--- src/rtl/hazard_pkg.sv ---
// Shared constants and helpers for the hazard scoreboard.
package hazard_pkg;

    // Forwarding select encodings: how many stages ahead of EX the value sits.
    localparam int SEL_RF    = 0;
    localparam int SEL_EXMEM = 1;
    localparam int SEL_MEMWB = 2;
    localparam int SEL_WB    = 3;

    // Producer latency is forced into 1..depth so that every entry retires.
    function automatic int unsigned clamp_lat(input int unsigned lat, input int unsigned depth);
        if (lat == 0)
            return 1;
        if (lat > depth)
            return depth;
        return lat;
    endfunction

endpackage

--- src/rtl/sb_entry.sv ---
// One scoreboard entry: busy/age/latency of the newest in-flight producer of a register.
module sb_entry #(
    parameter int DEPTH  = 3,
    parameter int LW     = 2,
    parameter int FWD_EN = 1
) (
    input  logic          clk,
    input  logic          rst,
    input  logic          set,
    input  logic [LW-1:0] set_lat,
    output logic          ready,
    output logic [LW-1:0] sel
);
    import hazard_pkg::*;

    localparam logic [LW-1:0] AGE_LAST = LW'(DEPTH);

    logic          busy;
    logic [LW-1:0] age;
    logic [LW-1:0] lat;

    // A new producer overrides ageing; otherwise the entry walks toward WB and retires.
    always_ff @(posedge clk or posedge rst) begin
        if (rst) begin
            busy <= 1'b0;
            age  <= '0;
            lat  <= '0;
        end else if (set) begin
            busy <= 1'b1;
            age  <= LW'(1);
            lat  <= set_lat;
        end else if (busy) begin
            if (age == AGE_LAST) begin
                busy <= 1'b0;
                age  <= '0;
                lat  <= '0;
            end else begin
                age <= age + LW'(1);
            end
        end
    end

    // Ready means a consumer can take the value now, from the returned stage.
    always_comb begin
        ready = 1'b1;
        sel   = LW'(SEL_RF);
        if (busy) begin
            if (FWD_EN != 0) begin
                ready = (age >= lat);
                sel   = ready ? age : LW'(SEL_RF);
            end else begin
                ready = (age == AGE_LAST);
            end
        end
    end

endmodule

--- src/rtl/hazard_scoreboard.sv ---
// ID-stage stall and operand-forwarding decision backed by a per-register scoreboard.
module hazard_scoreboard #(
    parameter int NREG   = 32,
    parameter int AW     = $clog2(NREG),
    parameter int DEPTH  = 3,
    parameter int LW     = $clog2(DEPTH + 1),
    parameter int FWD_EN = 1
) (
    input  logic          clk,
    input  logic          rst,
    input  logic          id_valid,
    input  logic [AW-1:0] id_rs,
    input  logic [AW-1:0] id_rt,
    input  logic          id_use_rs,
    input  logic          id_use_rt,
    input  logic          id_wr_en,
    input  logic [AW-1:0] id_rd,
    input  logic [LW-1:0] id_lat,
    input  logic          flush,
    output logic          stall,
    output logic          issue,
    output logic [LW-1:0] fwd_rs_sel,
    output logic [LW-1:0] fwd_rt_sel
);
    import hazard_pkg::*;

    logic          ent_rdy [NREG];
    logic [LW-1:0] ent_sel [NREG];
    logic          wr;
    logic [LW-1:0] lat_c;
    logic          chk_rs;
    logic          chk_rt;
    logic          hz_rs;
    logic          hz_rt;

    assign lat_c = LW'(clamp_lat(int'(id_lat), DEPTH));
    assign wr    = issue & id_wr_en & (id_rd != '0);

    // Register 0 is hard-wired and never tracked.
    assign ent_rdy[0] = 1'b1;
    assign ent_sel[0] = LW'(SEL_RF);

    genvar gi;
    generate
        for (gi = 1; gi < NREG; gi++) begin : g_ent
            sb_entry #(
                .DEPTH  (DEPTH),
                .LW     (LW),
                .FWD_EN (FWD_EN)
            ) u_ent (
                .clk     (clk),
                .rst     (rst),
                .set     (wr && (id_rd == AW'(gi))),
                .set_lat (lat_c),
                .ready   (ent_rdy[gi]),
                .sel     (ent_sel[gi])
            );
        end
    endgenerate

    // Read-out muxes and stall/issue combine; checks use pre-update state.
    always_comb begin
        chk_rs     = id_use_rs && (id_rs != '0);
        chk_rt     = id_use_rt && (id_rt != '0);
        hz_rs      = chk_rs && !ent_rdy[id_rs];
        hz_rt      = chk_rt && !ent_rdy[id_rt];
        fwd_rs_sel = chk_rs ? ent_sel[id_rs] : LW'(SEL_RF);
        fwd_rt_sel = chk_rt ? ent_sel[id_rt] : LW'(SEL_RF);
        stall      = id_valid && !flush && (hz_rs || hz_rt);
        issue      = id_valid && !flush && !stall;
    end

endmodule

--- config.mk ---
export PLATFORM = sky130hd
export DESIGN_NAME = hazard_scoreboard
export DESIGN_NICKNAME = d
export VERILOG_FILES = /design/src/rtl/hazard_pkg.sv /design/src/rtl/sb_entry.sv /design/src/rtl/hazard_scoreboard.sv
export SDC_FILE = /design/constraint.sdc
export NUM_CORES = 1
export LEC_CHECK = 0
export ABC_CLOCK_PERIOD_IN_PS = 5200
export CAP_MARGIN = 10
export CELL_PAD_IN_SITES_DETAIL_PLACEMENT = 0
export CELL_PAD_IN_SITES_GLOBAL_PLACEMENT = 1
export CORE_ASPECT_RATIO = 0.8
export CORE_MARGIN = 3
export CORE_UTILIZATION = 49
export DETAILED_ROUTE_END_ITERATION = 7
export PLACE_DENSITY = 0.84
export SYNTH_ARGS = -nofsm -noshare
export SYNTH_HDL_FRONTEND = slang
export SYNTH_SLANG_ARGS = --single-unit
--- constraint.sdc ---
create_clock -name clk -period 5.2 [get_ports clk]
set_clock_uncertainty 0.1 [all_clocks]
set_input_delay 0.52 -clock clk [delete_from_list [all_inputs] [get_ports clk]]
set_output_delay 0.52 -clock clk [all_outputs]
set_load 0.05 [all_outputs]
==> run metrics <==
met1 WL=15600 µm; Fin Hold WS=0.425 ns; RePlAce Congestion=1.01; Worst Path Class, Setup=reg2out; DRT Pass-1 Iters=8; Initial Utilization=51.0%; placed cells=1510; io pins=30; clk_lat worst skew=0.44 ns; Final min period=4.48 ns; CTS tree=done; CP arrival=3.86 ns; WL per Instance=22.5 µm; Max Used Layer=met4; Yosys reg bits=155; post-layout util=56.4%; RSZ-0062 raised after global routing=false; Yosys cell types=64; Seq/Total Area, Yosys=34.5%; Die ar.=24800 µm²; Hold Fails Final Rpt=0; DIE HEIGHT=142 µm; Clock Tree Root=clkbuf_16; first-pass GRT wire length=54900 µm; Sum Neg Setup Slack=0 ns; met3 WL=2720 µm; Max Cap Viol=0; worst-margin pin slew=1.08 ns; Final Setup Violations=0; Data required, critical path=4.58 ns; CP Max Fanout=11; Detail Route Antenna Nets=0; async set or reset register ratio after synthesis=100%; P_leak=4.92 nW; Routed WL=34600 µm; post-route cell area=12400 µm²; Max Freq=0.223 GHz; row count=48; vias in the first global route=9353; outcome=finished, final reports clean; Yosys warnings=0; DP HPWL=25700 µm; Startpoint Class=register; port bufs=29; GRT Resource Usage Total=28.8%; Sink Count=155; Tcrit/Tclk final=86.2%; most common flop cell mapped by yosys=dfrtp_1; met2 routed WL=15400 µm; Setup Fix Bufs, Post-CTS=0; pwr/cell area=359 nW/µm²; share of cells above drive strength 1=9.66%; Clock Path Buffers=2; CTS buffer count=17; Hold-fix buffers, CTS=0; DRC Markers=0; Mapped Avg Cell Area=9.21 µm²; placed cell area=11800 µm²; Post-synth EDFFs=0; area overhead of the layout relative to synthesis=10.4%; worst vdd ir=242 µV; non-filler cells, final=1542; Post-Syn Area=11200 µm²; initial antenna violation count=0; Syn Inst Count=1221; via count=9644; Die Wd=175 µm; Core Area=22000 µm²; nature of the critical path endpoint=output pin; CTS clk-pin slew, worst paths=0.07 ns; global route overflow=0; first-iteration detailed-routing DRC count=957; syn_nets=1338; Vias/cell=6.25; Slew Limit Fails=0; Tightest Hold Check Type=reg2reg; post_cts resized=0; Net count, final=1346; Ant. Diodes=0; largest net degree at the start of global routing=81; Slew HR=27.8%; H-tree Lvls=4
## layout make-up
cell class                      count  area, µm²
Fill cell                        2032       9620
Tap cell                          300        375
Clock buffer                       19        443
Inverter                           93        354
Timing Repair Buffer               60        556
Clock inverter                     13        143
Sequential cell                   155       3880
Multi-Input combinational cell    902       6670
## stage by stage
step,total power (W),setup WS [ns]
floorplan,0.00277,0.402
global placement,0.00313,0.830
detailed placement,0.00318,0.725
CTS,0.00447,0.756
global route,0.00480,0.495
finish,0.00446,0.715
## synth_stat cells, types with 5 or more instances
library cell | n | area [µm²]
dfrtp_1 | 155 | 3880
nand2_1 | 130 | 488
ha_1 | 93 | 1160
inv_1 | 86 | 323
nand3_1 | 65 | 325
mux2i_1 | 61 | 611
nor2_1 | 56 | 210
o31ai_1 | 55 | 413
a21oi_1 | 50 | 250
nand2b_1 | 45 | 282
o21ai_0 | 33 | 165
clkbuf_1 | 30 | 113
or3_1 | 26 | 163
buf_2 | 25 | 125
o22ai_1 | 25 | 156
nor2b_1 | 23 | 144
nor3_1 | 19 | 95.1
mux4_2 | 16 | 360
nor4_4 | 16 | 340
o221ai_1 | 15 | 131
a21o_1 | 14 | 105
a211oi_1 | 13 | 97.6
a31oi_1 | 13 | 81.3
a21boi_0 | 12 | 90.1
nand4_1 | 12 | 75.1
a2111oi_0 | 11 | 96.3
or2_1 | 10 | 62.6
buf_6 | 8 | 90.1
nand3b_1 | 8 | 60.1
a211o_1 | 7 | 61.3
inv_2 | 7 | 26.3
o21a_1 | 7 | 52.6
mux2_2 | 6 | 67.6
o21ai_1 | 6 | 30.0
buf_1 | 5 | 18.8
o2111ai_1 | 5 | 43.8
or2_2 | 5 | 31.3
## logic make-up after synthesis
logic type      Yosys count  share of synthesized area (%)
compound gates          296                           18.4
fa+ha+maj                93                           10.3
flops                   155                           34.5
simple gates            430                           21.2
mux                      83                           9.23
buf+inv                 164                           6.36
## worst paths after layout
kind	depth (start not counted)	to	startpoint	slack, ns
worst max-delay path	11	stall	g_ent[20].u_ent.age[0]	0.72
worst min-delay path	2	g_ent[6].u_ent.lat[1]	g_ent[6].u_ent.lat[1]	0.43
worst max register to register	12	g_ent[8].u_ent.age[0]	g_ent[20].u_ent.age[0]	1.13
worst min register to register	2	g_ent[6].u_ent.lat[1]	g_ent[6].u_ent.lat[1]	0.43
max in group asynchronous	3	g_ent[10].u_ent.age[1]	rst	3.61
min in group asynchronous	2	g_ent[30].u_ent.age[1]	rst	0.48
## layer usage
metal	track usage, %	vias up
li1	-	4508
met1	40.6	4690
met2	44.1	389
met3	6.55	57
met4	9.36	0
met5	0	-
## critical path, stage by stage, from the launching register on
cell and delay (ns):
dfrtp_1 0.42, inv_1 0.08, ha_1 0.26, nand2b_1 0.17, a211oi_1 0.62, a221oi_1 0.23
o211ai_1 0.17, a32oi_1 0.16, a2111oi_4 0.68, nor2_1 0.25, nor2_1 0.23, buf_12 0.17
## cell usage in the layout, fill, tap and decap left out, types with 8 or more instances in the layout
cell             netlist  final
a21boi_0              12     12
o221ai_1              15     15
a211oi_1              13     13
a21oi_1               50     50
mux4_2                16     16
nor4_4                16     16
nand2_1              130    130
nor3_1                19     19
clkbuf_16              0     17
a2111oi_0             11     11
buf_4                  2     30
dfrtp_1              155    155
o22ai_1               25     25
ha_1                  93     93
inv_1                 86     85
mux2i_1               61     61
nand3_1               65     65
or2_1                 10     10
clkdlybuf4s50_1        0     27
a21o_1                14     14
o31ai_1               55     55
nor2_1                56     55
nor2b_1               23     23
nand2b_1              45     45
a31oi_1               13     13
nand3b_1               8      8
nand4_1               12     12
o21ai_0               33     33
or3_1                 26     26
## registers in the layout, indices dropped and copies added, names as in the netlist
signal / count
g_ent.u_ent.lat: 62
g_ent.u_ent.age: 62
g_ent.u_ent.busy: 31
## report_power, final
| group | total (W) | leakage [nW] | internal [W] | switching, W |
|---|---|---|---|---|
| Clock | 0.00128 | 0.272 | 0.000722 | 0.000554 |
| Combinational | 0.00140 | 2.74 | 0.000614 | 0.000784 |
| Sequential | 0.00179 | 1.91 | 0.00147 | 0.000314 |
(Power assumes the default switching activity.)
